**config.mk**
```make
export PLATFORM = sky130hd
export DESIGN_NAME = daq_control_mc_flat
export DESIGN_NICKNAME = d
export VERILOG_FILES = /design/src/rtl/daq_control_mc_if.sv /design/src/rtl/daq_control_mc.sv /design/src/flat_wrapper.sv
export SDC_FILE = /design/constraint.sdc
export NUM_CORES = 1
export LEC_CHECK = 0
export ABC_CLOCK_PERIOD_IN_PS = 4700
export CORE_MARGIN = 2
export CORE_UTILIZATION = 54
export DETAILED_ROUTE_END_ITERATION = 8
export GPL_ROUTABILITY_DRIVEN = 0
export PLACE_DENSITY = 0.83
export SYNTH_ARGS = -nofsm -noshare
export SYNTH_HDL_FRONTEND = slang
export SYNTH_SLANG_ARGS = --single-unit
```
**constraint.sdc**
```tcl
create_clock -name Clk -period 4.7 [get_ports Clk]
set_clock_uncertainty 0.2 [all_clocks]
set_input_delay 0.47 -clock Clk [delete_from_list [all_inputs] [get_ports Clk]]
set_output_delay 0.47 -clock Clk [all_outputs]
set_load 0.01 [all_outputs]
```
**src/rtl/daq_control_mc_if.sv**
```systemverilog
// Controller-to-readout-chain bundle: per-chain readout start/done handshake and chip-full flags.
interface daq_control_mc_if #(
  parameter int CHAIN_NUM = 4
);
  logic [CHAIN_NUM-1:0] StartReadout;
  logic [CHAIN_NUM-1:0] EndReadout;
  logic [CHAIN_NUM-1:0] CHIPSATB;

  modport master (output StartReadout, input EndReadout, input CHIPSATB);
  modport slave  (input StartReadout, output EndReadout, output CHIPSATB);
endinterface

```
**src/rtl/daq_control_mc.sv**
```systemverilog
// Multi-chain DAQ sequencer: power, ASIC reset, acquisition, hold and serial per-chain readout.
// All outputs registered (one cycle from decision); chains answer StartReadout with EndReadout or time out.
module daq_control_mc #(
  parameter int CHAIN_NUM       = 4,
  parameter int TIME_WIDTH      = 16,
  parameter int CNT_WIDTH       = 16,
  parameter int RESET_CYCLES    = 4,
  parameter int READOUT_TIMEOUT = 65535
) (
  input  logic                  Clk,
  input  logic                  reset_n,
  input  logic [1:0]            DaqMode,
  input  logic                  UsbAcqStart,
  input  logic [CHAIN_NUM-1:0]  ChainEnable,
  input  logic [TIME_WIDTH-1:0] AcquisitionTime,
  input  logic [TIME_WIDTH-1:0] EndHoldTime,
  input  logic [TIME_WIDTH-1:0] PwrSettleTime,
  input  logic [CNT_WIDTH-1:0]  AcqCountTarget,
  input  logic                  ExternalTrigger,
  input  logic                  DataTransmitDone,
  daq_control_mc_if.master      chain,
  output logic                  RESET_B,
  output logic                  START_ACQ,
  output logic                  PWR_ON,
  output logic                  OnceEnd,
  output logic                  AllDone,
  output logic [CNT_WIDTH-1:0]  AcqCount,
  output logic                  ReadoutError,
  output logic                  Busy
);

  typedef enum logic [2:0] {
    S_IDLE, S_POWER, S_RESET, S_ACQ, S_HOLD, S_READOUT, S_ONCE, S_DONE
  } state_t;

  state_t               state_q;
  logic [31:0]          cnt_q;
  logic [CHAIN_NUM-1:0] en_q, act_q, start_readout_q;
  logic                 reset_b_q, start_acq_q, pwr_on_q, once_end_q, all_done_q;
  logic                 readout_error_q, busy_q;
  logic [CNT_WIDTH-1:0] acq_count_q;
  logic [1:0]           trig_sync_q;
  logic                 trig_prev_q;

  logic [31:0]           cnt_d;
  logic [TIME_WIDTH-1:0] settle_lim, acq_lim, hold_lim;
  logic [CNT_WIDTH-1:0]  target_lim, acq_count_d;
  logic [CHAIN_NUM-1:0]  first_act_d, rem_d, next_act_d;
  logic                  trig_edge, chip_full, trig_mode, counted_mode, end_hit, ro_timeout;

  assign cnt_d        = cnt_q + 32'd1;
  assign settle_lim   = (PwrSettleTime   == '0) ? TIME_WIDTH'(1) : PwrSettleTime;
  assign acq_lim      = (AcquisitionTime == '0) ? TIME_WIDTH'(1) : AcquisitionTime;
  assign hold_lim     = (EndHoldTime     == '0) ? TIME_WIDTH'(1) : EndHoldTime;
  assign target_lim   = (AcqCountTarget  == '0) ? CNT_WIDTH'(1)  : AcqCountTarget;
  assign acq_count_d  = (acq_count_q == '1) ? acq_count_q : acq_count_q + CNT_WIDTH'(1);
  assign trig_mode    = (DaqMode == 2'd1);
  assign counted_mode = (DaqMode == 2'd2);
  assign trig_edge    = trig_sync_q[1] & ~trig_prev_q;
  assign chip_full    = |(ChainEnable & ~chain.CHIPSATB);
  assign end_hit      = |(chain.EndReadout & act_q);
  assign ro_timeout   = (cnt_q == 32'(READOUT_TIMEOUT - 1));

  // One-hot chain walk: lowest enabled bit overall, and lowest enabled bit above the active one.
  assign first_act_d = ChainEnable & (~ChainEnable + CHAIN_NUM'(1));
  assign rem_d       = en_q & ~((act_q << 1) - CHAIN_NUM'(1));
  assign next_act_d  = rem_d & (~rem_d + CHAIN_NUM'(1));

  always_ff @(posedge Clk or negedge reset_n) begin
    if (!reset_n) begin
      trig_sync_q <= '0;
      trig_prev_q <= 1'b0;
    end else begin
      trig_sync_q <= {trig_sync_q[0], ExternalTrigger};
      trig_prev_q <= trig_sync_q[1];
    end
  end

  always_ff @(posedge Clk or negedge reset_n) begin
    if (!reset_n) begin
      state_q         <= S_IDLE;
      cnt_q           <= '0;
      en_q            <= '0;
      act_q           <= '0;
      start_readout_q <= '0;
      reset_b_q       <= 1'b1;
      start_acq_q     <= 1'b0;
      pwr_on_q        <= 1'b0;
      once_end_q      <= 1'b0;
      all_done_q      <= 1'b0;
      acq_count_q     <= '0;
      readout_error_q <= 1'b0;
      busy_q          <= 1'b0;
    end else begin
      start_readout_q <= '0;
      once_end_q      <= 1'b0;
      case (state_q)
        S_IDLE: if (UsbAcqStart) begin
          state_q         <= S_POWER;
          pwr_on_q        <= 1'b1;
          busy_q          <= 1'b1;
          acq_count_q     <= '0;
          readout_error_q <= 1'b0;
          cnt_q           <= '0;
        end
        S_POWER: if (!UsbAcqStart) begin
          state_q    <= S_DONE;
          all_done_q <= 1'b1;
          pwr_on_q   <= 1'b0;
        end else if (cnt_d >= 32'(settle_lim)) begin
          state_q   <= S_RESET;
          reset_b_q <= 1'b0;
          cnt_q     <= '0;
        end else cnt_q <= cnt_d;
        S_RESET: if (!UsbAcqStart) begin
          state_q    <= S_DONE;
          reset_b_q  <= 1'b1;
          all_done_q <= 1'b1;
          pwr_on_q   <= 1'b0;
        end else if (cnt_q == 32'(RESET_CYCLES - 1)) begin
          state_q     <= S_ACQ;
          reset_b_q   <= 1'b1;
          start_acq_q <= 1'b1;
          cnt_q       <= '0;
        end else cnt_q <= cnt_d;
        // A single exit however many end conditions coincide.
        S_ACQ: if (!UsbAcqStart || chip_full || (trig_mode ? trig_edge : (cnt_d >= 32'(acq_lim)))) begin
          state_q     <= S_HOLD;
          start_acq_q <= 1'b0;
          cnt_q       <= '0;
        end else cnt_q <= cnt_d;
        S_HOLD: if (cnt_d >= 32'(hold_lim)) begin
          en_q  <= ChainEnable;
          cnt_q <= '0;
          if (first_act_d == '0) begin
            state_q     <= S_ONCE;
            once_end_q  <= 1'b1;
            acq_count_q <= acq_count_d;
          end else begin
            state_q         <= S_READOUT;
            act_q           <= first_act_d;
            start_readout_q <= first_act_d;
          end
        end else cnt_q <= cnt_d;
        S_READOUT: if (end_hit || ro_timeout) begin
          if (!end_hit) readout_error_q <= 1'b1;
          cnt_q <= '0;
          if (next_act_d == '0) begin
            state_q     <= S_ONCE;
            once_end_q  <= 1'b1;
            acq_count_q <= acq_count_d;
          end else begin
            act_q           <= next_act_d;
            start_readout_q <= next_act_d;
          end
        end else cnt_q <= cnt_d;
        S_ONCE: if (!UsbAcqStart || (counted_mode && acq_count_q >= target_lim)) begin
          state_q    <= S_DONE;
          all_done_q <= 1'b1;
          pwr_on_q   <= 1'b0;
        end else begin
          state_q   <= S_RESET;
          reset_b_q <= 1'b0;
          cnt_q     <= '0;
        end
        S_DONE: if (DataTransmitDone) begin
          state_q    <= S_IDLE;
          all_done_q <= 1'b0;
          busy_q     <= 1'b0;
        end
        default: state_q <= S_IDLE;
      endcase
    end
  end

  assign chain.StartReadout = start_readout_q;
  assign RESET_B            = reset_b_q;
  assign START_ACQ          = start_acq_q;
  assign PWR_ON             = pwr_on_q;
  assign OnceEnd            = once_end_q;
  assign AllDone            = all_done_q;
  assign AcqCount           = acq_count_q;
  assign ReadoutError       = readout_error_q;
  assign Busy               = busy_q;

endmodule

```
**src/flat_wrapper.sv**
```systemverilog
// flat-port wrapper written by rule: the top's interface ports become plain ports
module daq_control_mc_flat 
#(
  parameter int CHAIN_NUM       = 4,
  parameter int TIME_WIDTH      = 16,
  parameter int CNT_WIDTH       = 16,
  parameter int RESET_CYCLES    = 4,
  parameter int READOUT_TIMEOUT = 65535
)
  (Clk, reset_n, DaqMode, UsbAcqStart, ChainEnable, AcquisitionTime, EndHoldTime, PwrSettleTime, AcqCountTarget, ExternalTrigger, DataTransmitDone, RESET_B, START_ACQ, PWR_ON, OnceEnd, AllDone, AcqCount, ReadoutError, Busy, chain_StartReadout, chain_EndReadout, chain_CHIPSATB);
  daq_control_mc_if #(.CHAIN_NUM(CHAIN_NUM)) chain_i ();
  input  logic Clk;
  input  logic reset_n;
  input  logic [1:0] DaqMode;
  input  logic UsbAcqStart;
  input  logic [CHAIN_NUM-1:0] ChainEnable;
  input  logic [TIME_WIDTH-1:0] AcquisitionTime;
  input  logic [TIME_WIDTH-1:0] EndHoldTime;
  input  logic [TIME_WIDTH-1:0] PwrSettleTime;
  input  logic [CNT_WIDTH-1:0] AcqCountTarget;
  input  logic ExternalTrigger;
  input  logic DataTransmitDone;
  output logic RESET_B;
  output logic START_ACQ;
  output logic PWR_ON;
  output logic OnceEnd;
  output logic AllDone;
  output logic [CNT_WIDTH-1:0] AcqCount;
  output logic ReadoutError;
  output logic Busy;
  output wire logic [$bits(chain_i.StartReadout)-1:0] chain_StartReadout;
  input wire logic [$bits(chain_i.EndReadout)-1:0] chain_EndReadout;
  input wire logic [$bits(chain_i.CHIPSATB)-1:0] chain_CHIPSATB;
  assign chain_StartReadout = chain_i.StartReadout;
  assign chain_i.EndReadout = chain_EndReadout;
  assign chain_i.CHIPSATB = chain_CHIPSATB;
  daq_control_mc #(.CHAIN_NUM(CHAIN_NUM), .TIME_WIDTH(TIME_WIDTH), .CNT_WIDTH(CNT_WIDTH), .RESET_CYCLES(RESET_CYCLES), .READOUT_TIMEOUT(READOUT_TIMEOUT)) u_core (.Clk(Clk), .reset_n(reset_n), .DaqMode(DaqMode), .UsbAcqStart(UsbAcqStart), .ChainEnable(ChainEnable), .AcquisitionTime(AcquisitionTime), .EndHoldTime(EndHoldTime), .PwrSettleTime(PwrSettleTime), .AcqCountTarget(AcqCountTarget), .ExternalTrigger(ExternalTrigger), .DataTransmitDone(DataTransmitDone), .chain(chain_i), .RESET_B(RESET_B), .START_ACQ(START_ACQ), .PWR_ON(PWR_ON), .OnceEnd(OnceEnd), .AllDone(AllDone), .AcqCount(AcqCount), .ReadoutError(ReadoutError), .Busy(Busy));
endmodule
```
# Word-level counts from Yosys, hierarchy flattened

Index checks and enable logic that the tools add are counted.

Logic and storage cells: 174
ROM bits: 0
Memories: 0
Bits of input ports: 83
Output and inout port bits: 27
Register bits after elaboration: 73
Latch bits: 0
Memory bits (writable): 0

Shifts and indexed selects: 0
$mul: 0
Eq/ne operators: 31
Bitwise operators: 11
Reduce and logical (&&, ||, !) cells: 36
Div/mod/pow operators: 0
Order comparisons: 4
$add $sub $neg: 5
Muxes and demuxes: 72

Operators with widths:

| cell                  | count |
|---|---|
| $mux 32               | 9 |
| $pmux 32 s7           | 1 |
| $mux 16               | 10 |
| $ge 32x16->1          | 3 |
| $logic_not 16->1      | 4 |
| $pmux 16 s3           | 1 |
| $mux 3                | 11 |
| $add 32x1->32 const B | 1 |
| $eq 32x16->1 const B  | 1 |
| $eq 32x2->1 const B   | 1 |
| $mux 4                | 8 |
| $pmux 3 s8            | 1 |
| $mux 1                | 21 |
| $and 4x4->4           | 5 |
| $ne 2x2->1 const B    | 9 |
| $add 16x1->16 const B | 1 |
| $eq 16x16->1 const B  | 1 |
| $ge 16x16->1          | 1 |
| $ne 2x1->1 const B    | 8 |
| $not 4->4             | 4 |
| $pmux 4 s2            | 2 |
| $reduce_and 4->1      | 4 |
| $reduce_and 5->1      | 3 |
| $eq 3x3->1 const B    | 4 |
| other kinds (26)      | 45 |

# Longest topological paths before layout

Gate-level depths: netlist (run 1).

Depth after elaboration: 10
Mapped depth: 17
Depth with buffers taken out: 14

# Worst setup path after synthesis (run 1)

OpenSTA, ideal clock, no wires.

Kind: reg2reg
Start point: register u_core.cnt_q[0]
End point: register u_core.cnt_q[11]
Setup time: 71 ps
Buffers on the path: 2
Data required time: 4,429 ps
Slack: 725 ps
Stages on the path, launching flop included: 17
Arrival time: 3,703 ps
Period minus slack after synthesis: 3,975 ps
Cell sequence: dfrtp_1 > ha_1 > nand3_1 > nor3_1 > and4_1 > xor2_1 > ha_1 > nand4_1 > nor4_1 > nor4b_1 > or4b_1 > o311ai_0 > a31oi_1 > and2_1 > buf_2 > buf_2 > nor2_1

Word-level cells in the longest chain between the ends: 6
Elaborated cells between the ends (all ways): 17
Classes of those cells: add/sub (1); order compare (3); eq/ne (2); mux (9); reduce/logical (2)

RTL lines:

| what                     | line                  | text |
|---|---|---|
| start: declaration       | daq_control_mc.sv:37  | `logic [31:0] cnt_q;` |
| start signal: assignment | daq_control_mc.sv:114 | `end else cnt_q <= cnt_d;` |
| start signal: assignment | daq_control_mc.sv:125 | `end else cnt_q <= cnt_d;` |
| start signal: assignment | daq_control_mc.sv:131 | `end else cnt_q <= cnt_d;` |
| $add 32x1->32            | daq_control_mc.sv:51  | `assign cnt_d = cnt_q + 32'd1;` |
| $ge 32x16->1             | daq_control_mc.sv:127 | `S_ACQ: if (!UsbAcqStart \|\| chip_full \|\| (trig_mode ? trig_edge : (cnt_d >= 32'(acq_lim)))) begin` |
| $mux 1                   | daq_control_mc.sv:127 |  |
| $logic_or 1x1->1         | daq_control_mc.sv:127 |  |
| $mux 32                  | daq_control_mc.sv:127 |  |
| $pmux 32 s7 (*)          | daq_control_mc.sv:97  | `case (state_q)` |

Every way passes the cells marked *; elsewhere a longest branch is shown, timed or not. The select of a mux whose other input is x is not followed.
A chain may end at the register's enable or synchronous reset.

# Worst setup path in the final report (run 1)

Start point: register u_core.cnt_q[2]
End point: register u_core.cnt_q[27]

Same word-level chain as after synthesis.

==> summary.txt, run 1 <==
Pwr
  • Power per cell area: 319 nW/µm²
  • Peak supply drop: 220 µV
  • Leak pwr: 0.00363 µW
  • Total power: 2470 µW

Global routing
  • Vias in the first global route: 6117
  • First-pass GRT wire length: 28800 µm
  • Pin count of the biggest net entering global routing: 44
  • GRT Overall Usage: 27.9%
  • Initial antenna violation count: 0
  • Total grt overflow: 0

STA
  • Worst setup margin: 0.286 ns
  • Fmax: 227 MHz
  • Fin. max-slew vios: 0
  • Final hold vios: 0
  • Final period utilization: 93.9%
  • RSZ-0062 raised after global routing: no
  • Min Tclk post-route: 4.41 ns
  • Setup TNS: 0 ns
  • Slew HR: 43.4%
  • Worst hold slack: 0.175 ns
  • Final Setup Violations: 0
  • Measured slew at the worst slew-check pin: 0.841 ns

Placement
  • Pre-CTS setup slack: 0.109 ns
  • IO Port Bufs: 109
  • Post-placement cell area: 7410 µm²
  • Post-DP HPWL: 13500 µm

Drt
  • DR iter-0 viols: 513
  • DRC: 0
  • DR vias/cell: 6.23
  • DR pass1 iterations: 5
  • Via count: 6250
  • DRT antenna net count: 0
  • Avg WL per Cell: 17.1 µm
  • WL final: 17100 µm

Synth
  • Dominant synthesized flop cell: dfrtp_1
  • Post-synthesis sequential area ratio: 29.0%
  • Fraction of synthesis flops using an asynchronous set or reset pin: 100%
  • Post-synth cell types: 73
  • Synth warn: 0
  • Synth Instances: 755
  • Post-synth EDFFs: 0
  • Syn_nets: 906
  • Seq cells post-synth: 72
  • Cell Area, Synth: 6210 µm²
  • Syn Area/Cell: 8.22 µm²

Floorplan
  • Initial Utilization: 54.8%
  • Die H: 111 µm
  • Die Width: 111 µm
  • Num rows: 39
  • Die ar.: 12400 µm²
  • IO Pins: 110
  • Total core area: 11300 µm²

Setup path
  • Critical path peak fanout: 18
  • Critical Path End Type: flip-flop
  • RR Endpoint: u_core.cnt_q[27]
  • Required time of the critical path: 4.76 ns
  • Worst Setup SP: u_core.cnt_q[2]
  • R2R Setup Slk: 0.29 ns
  • Worst reg2reg path depth: 14
  • Setup CP Type: flip-flop to flip-flop
  • RR Startpoint: u_core.cnt_q[2]
  • CP Launch Type: flip-flop
  • CP arrival: 4.47 ns

Layout
  • Finished layout cell area: 7720 µm²
  • Area Growth Syn to Fin: 24.3%
  • Fill count: 882
  • Antenna fix cells: 0
  • Final nets: 1007
  • Share of cells above drive strength 1: 5.57%

Min path
  • Hold_sp: u_core.trig_sync_q[0]
  • Hold Crit Class: flip-flop to flip-flop
  • Worst Hold End: u_core.trig_sync_q[1]
  • Hold Crit Depth: 0

CTS
  • Worst skew pair latency: 0.34 ns
  • CTS tree: built
  • CTS Buffer Depth: 2
  • H-tree levels: 3
  • Root buffer cell: clkbuf_16
  • CTS sink cnt: 72
  • Clock buffer count from CTS: 9
  • Clock transition time at the flip-flop clock pins of the worst setup and hold paths: 0.06 ns
  • Post-CTS Setup Inserts: 0

Outcome
  • Outcome: complete, no violations

Flow run
  • Max-Cap Viols: 0
critical path, cell delays in order, from the launching register on:
cell and delay (ns):
dfrtp_1 0.49, and4_1 0.41, and3_1 0.28, and3_1 0.19, xor2_1 0.35, ha_1 0.32, nand4_1 0.19, nor4_1 0.08
nor4b_2 0.17, or4b_1 0.64, o311ai_0 0.16, a31oi_2 0.22, and2_1 0.23, buf_4 0.20, nor3_1 0.19
layer usage:
layer  part of all wire, %  routed length, µm  GRT usage [%]
met5                     0                  0              0
met4                   2.2                376           10.2
met1                    41               7040           35.7
met3                   6.7               1150           4.37
met2                    50               8590           47.7
synth_stat cells, types with 4 or more instances:
cell type / instances / area, µm²
nand3_1: 22 / 110
nor4_1: 24 / 150
nor3b_1: 5 / 37.5
o21a_1: 7 / 52.6
a21oi_1: 36 / 180
a41o_1: 4 / 40.0
nand2_1: 64 / 240
inv_1: 76 / 285
o2bb2ai_1: 4 / 35.0
and4_1: 6 / 52.6
o22ai_1: 4 / 25.0
a22o_1: 10 / 87.6
or4_1: 13 / 97.6
nor2_1: 62 / 233
xnor2_1: 23 / 201
nand4_1: 16 / 100
a32o_1: 5 / 50.1
a31oi_1: 7 / 43.8
or3_1: 8 / 50.1
a21o_1: 7 / 52.6
ha_1: 68 / 851
nor2b_1: 5 / 31.3
nand2b_1: 13 / 81.3
o211ai_1: 5 / 37.5
a211oi_1: 8 / 60.1
o21ai_1: 10 / 50.1
o21ai_0: 23 / 115
buf_2: 14 / 70.1
dfrtp_1: 71 / 1780
and3_1: 9 / 56.3
and2_1: 8 / 50.1
xor2_1: 15 / 131
nor3_1: 23 / 115
clkbuf_1: 15 / 56.3
o31ai_1: 8 / 60.1
metrics by stage:
stage / instances / utilization (%)
2_1_floorplan: 755 / -
3_3_place_gp: 987 / 65.5
3_5_place_dp: 987 / 65.5
4_1_cts: 1004 / 68.0
5_1_grt: 1004 / 68.2
6_report: 1004 / 68.2
sequential cells by signal, summed over array words and instances, names as in the netlist:
register	cells
u_core.AllDone	1
u_core.START_ACQ	1
u_core.AcqCount	16
u_core.en_q	3
u_core.cnt_q	32
u_core.state_q	3
u_core.RESET_B	1
u_core.chain.StartReadout	4
u_core.trig_sync_q	2
u_core.OnceEnd	1
u_core.trig_prev_q	1
u_core.ReadoutError	1
u_core.act_q	4
u_core.Busy	1
u_core.PWR_ON	1
cell families after synthesis:
| logic type | share of synthesized area [%] |
|---|---|
| compound gates | 18.3 |
| xor+xnor | 5.36 |
| fa+ha+maj | 13.7 |
| buf+inv | 7.11 |
| flops | 29.0 |
| mux | 1.05 |
| simple gates | 25.5 |
layout make-up:
type / count / area (µm²) / share of cell area [%]
tap: 143 / 179 / 2.32
timing repair buffer: 123 / 1190 / 15.5
sequential: 72 / 1800 / 23.4
multi-input combinational: 574 / 3980 / 51.5
clock buffer: 9 / 225 / 2.92
clock inverter: 7 / 52.6 / 0.681
inverter: 76 / 285 / 3.70
cell usage in the layout (no fill, tap or decap), types with 15 or more instances in the layout:
cell             instances
dfrtp_1                 70
inv_1                   76
ha_1                    68
nand3_1                 22
nor2_1                  62
clkdlybuf4s50_1        108
nand2_1                 64
o21ai_0                 23
nor3_1                  23
xor2_1                  15
nor4_1                  24
nand4_1                 16
a21oi_1                 36
xnor2_1                 23
repair_timing:
item / in CTS / in global routing
setup endpoints to repair: 0 / 32
resized for setup: 0 / 5
hold endpoints to repair: 29 / 0
hold buffers: 1 / 0
power breakdown:
part / internal [µW] / leakage [µW] / switching [µW]
Combinational: 402 / 0.00252 / 610
Sequential: 680 / 0.000972 / 132
Clock: 362 / 0.000137 / 280
Total: 1440 / 0.00363 / 1020
how the worst max path moves through the flow:
stage                  endpoint  slack [ns]  cells after the start
3_3_place_gp   u_core.cnt_q[27]        0.27                     16
4_1_cts        u_core.cnt_q[18]        0.07                     15
6_report       u_core.cnt_q[27]        0.29                     14
3_5_place_dp    u_core.cnt_q[5]        0.11                     15
5_1_grt        u_core.cnt_q[27]        0.04                     14
2_1_floorplan  u_core.cnt_q[11]        0.73                     16
No activity file was read; power rests on OpenSTA's default activity.
==> run 2: changes to the inputs <==
--- a/config.mk
+++ b/config.mk
@@ -9,7 +9,6 @@
 export CORE_MARGIN = 2
 export CORE_UTILIZATION = 54
 export DETAILED_ROUTE_END_ITERATION = 8
-export GPL_ROUTABILITY_DRIVEN = 0
 export PLACE_DENSITY = 0.83
 export SYNTH_ARGS = -nofsm -noshare
 export SYNTH_HDL_FRONTEND = slang
==> summary.txt, run 2 (synthesized netlist as in run 1, its figures left out) <==
Floorplan
  • IO Pins: 110 (unchanged)
  • Die Width: 111 µm (unchanged)
  • Num rows: 39 (unchanged)
  • Die H: 111 µm (unchanged)
  • Total core area: 11300 µm² (unchanged)
  • Initial Utilization: 54.8% (unchanged)
  • Die ar.: 12400 µm² (unchanged)

Setup path
  • CP peak stage delay: 0.55 ns (-0.09 ns)
  • Worst reg2reg path depth: 16 (+2)
  • Worst setup path endpoint: u_core.AcqCount[13]
  • Bufs and invs on worst path: 2 (+1)
  • CP arrival: 4.59 ns (+0.12 ns)
  • RR Startpoint: u_core.cnt_q[0]
  • RR Endpoint: u_core.AcqCount[13]
  • CP cell instances: ha_1 -> nand3_1 -> nor3_2 -> and4_1 -> xor2_1 -> buf_4 -> ha_1 -> nand2_1 -> nor2_1 -> o211ai_1 -> o21ai_0 -> buf_4 -> nor3_1 -> a31o_2 -> or4_1 -> a21oi_1
  • Top delay family on crit path: simple AND/OR/NAND/NOR gates
  • Worst Setup SP: u_core.cnt_q[0]
  • CP max-delay cell: or4_1
  • Levels on crit path: 16 (+2)
  • CP Launch Type: flip-flop
  • Critical path peak fanout: 24 (+6)
  • Setup CP Type: flip-flop to flip-flop
  • R2R Setup Slk: 0.17 ns (-0.12 ns)
  • Required time of the critical path: 4.76 ns (about the same)
  • Critical Path End Type: flip-flop

Layout
  • Finished layout cell area: 7750 µm² (+0.42%)
  • Most common cell after layout, fill and taps aside: clkdlybuf4s50_1
  • Most frequent cells in the layout: clkdlybuf4s50_1 (108), inv_1 (76), dfrtp_1 (70)
  • Largest Register: u_core.cnt_q
  • Share of cells above drive strength 1: 5.36% (-0.22 points)
  • Area Growth Syn to Fin: 24.8%
  • Fill count: 925 (+4.9%)
  • Final nets: 1005 (-0.20%)
  • Max reg flops: 32 (unchanged)
  • Antenna fix cells: 0 (unchanged)
  • Final core area utilization: 68.5% (+0.29 points)

Placement
  • Final GP Congestion: 0.902
  • Post-placement cell area: 7410 µm² (-0.10%)
  • IO Port Bufs: 109 (unchanged)
  • Post-DP HPWL: 13600 µm (+0.49%)
  • Pre-CTS setup slack: 0.158 ns (+0.0484 ns)

CTS
  • Clock buffer count from CTS: 9 (unchanged)
  • Clock transition time at the flip-flop clock pins of the worst setup and hold paths: 0.06 ns (about the same)
  • Hold Buf Count CTS: 0 (-1)
  • Root buffer cell: clkbuf_16
  • H-tree levels: 3 (unchanged)
  • Worst skew pair latency: 0.33 ns (about the same)
  • CTS sink cnt: 72 (unchanged)
  • CTS tree: built
  • CTS Buffer Depth: 2 (unchanged)

Global routing
  • Total grt overflow: 0 (unchanged)
  • First-pass GRT wire length: 28600 µm (-0.89%)
  • Pin count of the biggest net entering global routing: 39 (-11%)
  • Vias in the first global route: 6031 (-1.4%)
  • Initial antenna violation count: 0 (unchanged)
  • GRT Overall Usage: 27.8% (-0.076 points)

Min path
  • Hold Crit Class: input port to asynchronous set/reset pin

Drt
  • DRC: 0 (unchanged)
  • DR iter-0 viols: 533 (+3.9%)
  • Via count: 6270 (+0.32%)
  • DR vias/cell: 6.26 (+0.52%)
  • DR pass1 iterations: 5 (unchanged)
  • DRT antenna net count: 0 (unchanged)
  • Avg WL per Cell: 17.6 µm (+3.3%)
  • WL final: 17700 µm (+3.1%)

Outcome
  • Outcome: complete, no violations

Flow run
  • Max-Cap Viols: 0 (unchanged)

STA
  • Final hold vios: 0 (unchanged)
  • Measured slew at the worst slew-check pin: 0.836 ns (-0.00505 ns)
  • Final period utilization: 96.4% (+2.5 points)
  • Worst hold slack: 0.0285 ns (-0.147 ns)
  • Slew HR: 44.3% (+0.85 points)
  • Min Tclk post-route: 4.53 ns (+0.116 ns)
  • Fin. max-slew vios: 0 (unchanged)
  • Fmax: 221 MHz (-2.6%)
  • Final Setup Violations: 0 (unchanged)
  • Worst setup margin: 0.170 ns (-0.116 ns)

Pwr
  • Leak pwr: 0.00363 µW (+0.12%)
  • Peak supply drop: 243 µV (+11%)
  • Total power: 2570 µW (+4.3%)
  • Power per cell area: 332 nW/µm² (+3.9%)
[run 2: through the flow]
step / cells / setup TNS, ns
final: 1002 / 0
after detailed placement: 986 / 0
after global placement: 986 / 0
after global routing: 1002 / -0.0446
after CTS: 1002 / 0
after floorplan: 755 / 0
[run 2: per-layer routing]
| metal | global-route usage [%] | vias up | part of all wire (%) |
|---|---|---|---|
| met5 | 0 | - | 0 |
| met4 | 8.40 | 0 | 1.9 |
| met3 | 4.76 | 39 | 6.6 |
| met2 | 48.3 | 281 | 49 |
| met1 | 35.5 | 3005 | 42 |
| li1 | - | 2945 | - |
[run 2: report_power, final]
group | leakage [µW] | total [µW] | switching, µW | internal [µW]
Sequential | 0.000972 | 820 | 140 | 680
Clock | 0.000152 | 743 | 265 | 478
Combinational | 0.00251 | 1010 | 603 | 405
Total | 0.00363 | 2570 | 1010 | 1560
[run 2: how the worst min path moves through the flow]
stage,startpoint,end,slack (ns),depth (start not counted)
2_1_floorplan,reset_n,u_core.AcqCount[0],-0.03,0
6_report,reset_n,u_core.cnt_q[28],0.03,1
4_1_cts,reset_n,u_core.cnt_q[30],0.05,1
3_3_place_gp,u_core.trig_sync_q[0],u_core.trig_sync_q[1],0.14,0
5_1_grt,reset_n,u_core.cnt_q[30],0.08,1
3_5_place_dp,u_core.trig_sync_q[0],u_core.trig_sync_q[1],0.14,0
[run 2: area by class of cell]
cell class              count  area [µm²]  share of cell area, %
well taps                 143         179                   2.31
flip-flops and latches     72        1800                   23.3
clock inverters             5        80.1                   1.03
inverters                  76         285                   3.68
clock buffers              11         243                   3.13
repair buffers            121        1180                   15.2
multi-input cells         574        3980                   51.4
[run 2: timing repair]
item | in CTS | in global routing
setup endpoints to repair | 0 | 48
hold endpoints to repair | 0 | 0
buffers inserted | 0 | 0
resized for setup | 0 | 5
[run 2: worst reg2reg max path: stages, from the launching register on]
cell,delay [ns]
dfrtp_2,0.49
ha_1,0.32
nand3_1,0.19
nor3_2,0.37
and4_1,0.26
xor2_1,0.09
buf_4,0.16
ha_1,0.28
nand2_1,0.09
nor2_1,0.18
o211ai_1,0.11
o21ai_0,0.27
buf_4,0.20
nor3_1,0.09
a31o_2,0.45
or4_1,0.56
a21oi_1,0.15
==> run 3: changes to the inputs <==
--- a/config.mk
+++ b/config.mk
@@ -6,7 +6,6 @@
 export NUM_CORES = 1
 export LEC_CHECK = 0
 export ABC_CLOCK_PERIOD_IN_PS = 4700
-export CORE_MARGIN = 2
 export CORE_UTILIZATION = 54
 export DETAILED_ROUTE_END_ITERATION = 8
 export PLACE_DENSITY = 0.83
==> summary.txt, run 3 (synthesized netlist as in run 1, its figures left out) <==
Outcome
  • Outcome: complete, no violations

Placement
  • Post-DP HPWL: 13700 µm (+0.35%)
  • Placed cells: 986 (unchanged)
  • IO Port Bufs: 109 (unchanged)
  • Pre-CTS setup slack: 0.319 ns (+0.161 ns)
  • Final GP Congestion: 0.950 (+5.3%)

CTS
  • CTS Buffer Depth: 2 (unchanged)
  • Hold Buf Count CTS: 0 (unchanged)
  • CTS sink cnt: 72 (unchanged)
  • Post-CTS Setup Inserts: 0 (unchanged)
  • CTS tree: built
  • Root buffer cell: clkbuf_16
  • Worst skew pair latency: 0.33 ns (about the same)
  • H-tree levels: 3 (unchanged)
  • Clock transition time at the flip-flop clock pins of the worst setup and hold paths: 0.06 ns (about the same)
  • Clock buffer count from CTS: 9 (unchanged)

Drt
  • DR pass1 iterations: 5 (unchanged)
  • DRT antenna net count: 0 (unchanged)
  • Via count: 6211 (-0.94%)
  • DR iter-0 viols: 420 (-21%)
  • Avg WL per Cell: 17.4 µm (-1.6%)
  • DRC: 0 (unchanged)
  • WL final: 17400 µm (-1.6%)
  • DR vias/cell: 6.20 (-0.94%)

STA
  • Worst setup margin: 0.337 ns (+0.166 ns)
  • Worst hold slack: 0.00863 ns (-0.0199 ns)
  • Measured slew at the worst slew-check pin: 0.847 ns (+0.0115 ns)
  • Min Tclk post-route: 4.36 ns (-0.166 ns)
  • Fin. max-slew vios: 0 (unchanged)
  • Slew HR: 43.5% (-0.76 points)
  • Final period utilization: 92.8% (-3.5 points)
  • Setup TNS: 0 ns (unchanged)
  • Final hold vios: 0 (unchanged)
  • RSZ-0062 raised after global routing: no
  • Fmax: 229 MHz (+3.8%)
  • Final Setup Violations: 0 (unchanged)

Floorplan
  • Initial Utilization: 56.3% (+1.4 points)
  • Die H: 109 µm (-1.8%)
  • Die Width: 109 µm (-1.8%)
  • IO Pins: 110 (unchanged)
  • Total core area: 11000 µm² (-2.6%)
  • Die ar.: 11900 µm² (-3.6%)
  • Num rows: 38 (-2.6%)

Setup path
  • CP dominant cell by count: buf_4
  • Required time of the critical path: 4.75 ns (about the same)
  • Setup CP Type: flip-flop to flip-flop
  • RR Endpoint: u_core.AcqCount[13]
  • CP cell instances: ha_1 -> nand3_1 -> nor3_1 -> buf_4 -> nand2_1 -> xnor2_1 -> buf_4 -> ha_1 -> nand2_1 -> nor2_1 -> o211ai_1 -> o21ai_0 -> buf_4 -> nor3_1 -> a31o_2 -> or4_1 -> a21oi_1
  • CP Launch Type: flip-flop
  • CP peak stage delay: 0.55 ns (about the same)
  • Bufs and invs on worst path: 3 (+1)
  • RR Startpoint: u_core.cnt_q[1]
  • R2R Setup Slk: 0.34 ns (+0.17 ns)
  • CP arrival: 4.42 ns (-0.17 ns)
  • Top delay family on crit path: simple AND/OR/NAND/NOR gates
  • Critical path peak fanout: 24 (unchanged)
  • Critical Path End Type: flip-flop
  • Worst reg2reg path depth: 17 (+1)
  • CP max-delay cell: or4_1

Flow run
  • Max-Cap Viols: 0 (unchanged)

Global routing
  • Vias in the first global route: 5952 (-1.3%)
  • Pin count of the biggest net entering global routing: 41 (+5.1%)
  • Initial antenna violation count: 0 (unchanged)
  • Total grt overflow: 0 (unchanged)
  • GRT Overall Usage: 30.1% (+2.3 points)
  • First-pass GRT wire length: 28200 µm (-1.2%)

Layout
  • Max reg flops: 32 (unchanged)
  • Non-filler instance count after layout: 1002 (unchanged)
  • Final nets: 1008 (+0.30%)
  • Largest Register: u_core.cnt_q
  • Antenna fix cells: 0 (unchanged)
  • Most frequent cells in the layout: clkdlybuf4s50_1 (108), inv_1 (76), dfrtp_1 (71)
  • Share of cells above drive strength 1: 5.45% (+0.097 points)
  • Area Growth Syn to Fin: 24.8% (about the same)
  • Most common cell after layout, fill and taps aside: clkdlybuf4s50_1

Pwr
  • Leak pwr: 0.00364 µW (+0.39%)
  • Power per cell area: 330 nW/µm² (-0.59%)
  • Total power: 2560 µW (-0.57%)
  • Peak supply drop: 276 µV (+13%)

Min path
  • Hold Crit Class: input port to asynchronous set/reset pin
run 3: worst reg2reg max path: stages, from the launching register on:
cell      delay [ns]
dfrtp_1         0.44
ha_1            0.30
nand3_1         0.16
nor3_1          0.28
buf_4           0.18
nand2_1         0.07
xnor2_1         0.19
buf_4           0.17
ha_1            0.26
nand2_1         0.05
nor2_1          0.13
o211ai_1        0.10
o21ai_0         0.30
buf_4           0.20
nor3_1          0.08
a31o_2          0.45
or4_1           0.56
a21oi_1         0.16
run 3: worst max-delay path by stage:
stage,cells past startpoint,from,end,slack (ns)
CTS,13,u_core.cnt_q[5],u_core.cnt_q[18],0.27
floorplan,16,u_core.cnt_q[0],u_core.cnt_q[11],0.73
global route,12,u_core.cnt_q[5],u_core.cnt_q[5],0.03
global placement,13,PwrSettleTime[1],u_core.cnt_q[27],0.45
detailed placement,13,u_core.cnt_q[5],u_core.cnt_q[5],0.32
finish,17,u_core.cnt_q[1],u_core.AcqCount[13],0.34
run 3: what timing repair did:
item | CTS | global route
hold endpoints to repair | 0 | 0
endpoints found under the setup margin | 0 | 32
resized for setup | 0 | 2
run 3: layout make-up:
cell class                 instances  area (µm²)
clock buffer                      11         243
clock inverter                     5        56.3
fill                             860        3280
inverter                          76         285
multi-input combinational        574        3980
sequential                        72        1800
tap                              140         175
timing repair buffer             124        1210
run 3: through the flow:
step / utilization, % / instance area (µm²)
after floorplan: - / 6210
after global placement: 67.4 / 7440
after detailed placement: 67.4 / 7440
after CTS: 70.1 / 7740
after global routing: 70.3 / 7750
final: 70.3 / 7750
run 3: routing by layer:
| layer | wire, µm | GRT usage, % | part of all wire (%) | up-vias |
|---|---|---|---|---|
| li1 | - | - | - | 2956 |
| met1 | 7190 | 38.5 | 41 | 2914 |
| met2 | 8540 | 51.8 | 49 | 291 |
| met3 | 1240 | 4.60 | 7.1 | 50 |
| met4 | 433 | 9.90 | 2.5 | 0 |
| met5 | 0 | 0 | 0 | - |
run 3: report_power, final:
part,total (µW),switching [µW],internal (µW)
sequential,809,130,679
combinational,1060,623,436
clock,690,265,425
==> edit, RTL diff (settings of run 2) <==
`TIME_WIDTH` is set to 16 in 2 places; all go to 32.
--- a/src/rtl/daq_control_mc.sv
+++ b/src/rtl/daq_control_mc.sv
@@ -3,5 +3,5 @@
 module daq_control_mc #(
   parameter int CHAIN_NUM       = 4,
-  parameter int TIME_WIDTH      = 16,
+  parameter int TIME_WIDTH      = 32,
   parameter int CNT_WIDTH       = 16,
   parameter int RESET_CYCLES    = 4,
--- a/src/flat_wrapper.sv
+++ b/src/flat_wrapper.sv
@@ -3,5 +3,5 @@
 #(
   parameter int CHAIN_NUM       = 4,
-  parameter int TIME_WIDTH      = 16,
+  parameter int TIME_WIDTH      = 32,
   parameter int CNT_WIDTH       = 16,
   parameter int RESET_CYCLES    = 4,
Ports: changed (resized AcquisitionTime, EndHoldTime and PwrSettleTime); port bits go from 110 to 158. The function was not compared with the original's and may differ.
==> edit against run 2 <==
The flow now finishes with violations (hold timing); clock power shrank 11%; wire length rose by 14%; synthesized cell count is 13% higher; setup slack worse by 0.0042 ns; sequential cell count is the same; utilization grew 5.6 points; final area rose by 21%; global-route usage increased by 0.60 points; power rose by 0.24%; synthesized area increased by 13%; combinational power grew 11%; via count rose by 14%; cell count grew 21%; critical path type unchanged.
==> edit: results (changes against run 2) <==
Leak=4.63 nW (was 3.63 nW); first-pass GRT wire length=32,700 microns (was 28,600 microns); largest net degree at the start of global routing=42 (was 39); post-synth cell types=63 (was 73); Clk power=0.664 mW (was 0.743 mW); share of layout cells above drive strength 1=7.90% (was 5.36%); Logic inverters=127 (was 76); Layout Utilization=74.0% (was 68.5%); crit path DAT=4.55 ns (was 4.59 ns); multi-input logic portion of the cell area=50.5% (was 51.4%); Non-clk bufs=192 (was 121); Internal=1.54 mW (was 1.56 mW); met3 Resource Use GR=3.73% (was 4.76%); Syn Nets=1,098 (was 906); top cells by instance count after synthesis=inv_1 (126), ha_1 (116), dfrtp_1 (71) (was inv_1 (76), dfrtp_1 (71), ha_1 (68)); worst-path fanout max=16 (was 24); worst slack, placed=0.0594 ns (was 0.158 ns); vias in the first global route=6,995 (was 6,031); Max IR drop VDD=234 uV (was 243 uV); pwr dens=276 mW/mm^2 (was 332 mW/mm^2); post-synthesis compound-gate area fraction=18.7% (was 18.3%); IO buf count=157 (was 109); clock buffer count=12 (was 11); xor and xnor fraction of the mapped netlist area=5.37% (was 5.36%); Post-Syn Area=0.00701 sq mm (was 0.00621 sq mm); multiplexer area fraction after synthesis=0.768% (was 1.05%); GR Util met1=36.7% (was 35.5%); failing checks=hold timing; status=finished, violations left (was completed); gr usage total=28.4% (was 27.8%); WHS=-0.00923 ns (was 0.0285 ns); Final Non-Filler Cells=1,210 (was 1,002); Fin. Hold Viols=8 (was 0); gp weighted congestion=0.929 (was 0.902)
-- edit: cell types whose count changed in the layout (fill, tap and decap cells not counted), sizes merged, moves of 11 or more --
cell | run 2 | this run
a22o | 10 | 28
ha | 68 | 116
nor2 | 62 | 51
a21oi | 37 | 56
inv | 76 | 127
xnor2 | 23 | 34
clkdlybuf4s50 | 108 | 156
buf | 13 | 36
-- edit: worst register-to-register path, cell delays in order (launching register included) --
cell,delay [ns]
dfrtp_2,0.43
and4_2,0.29
and3_2,0.24
and4_1,0.23
and2_4,0.17
nand4_1,0.15
xnor2_2,0.21
ha_1,0.31
nand4_1,0.13
or4_1,0.54
nand3b_1,0.18
a31oi_1,0.16
a2111oi_1,0.09
or2_1,0.26
o31a_1,0.32
buf_4,0.21
mux2_2,0.29
-- edit: cell families after synthesis --
logic type | after synthesis
compound gates | 192
xor+xnor | 43
fa+ha+maj | 116
buf+inv | 148
flops | 72
mux | 5
simple gates | 275
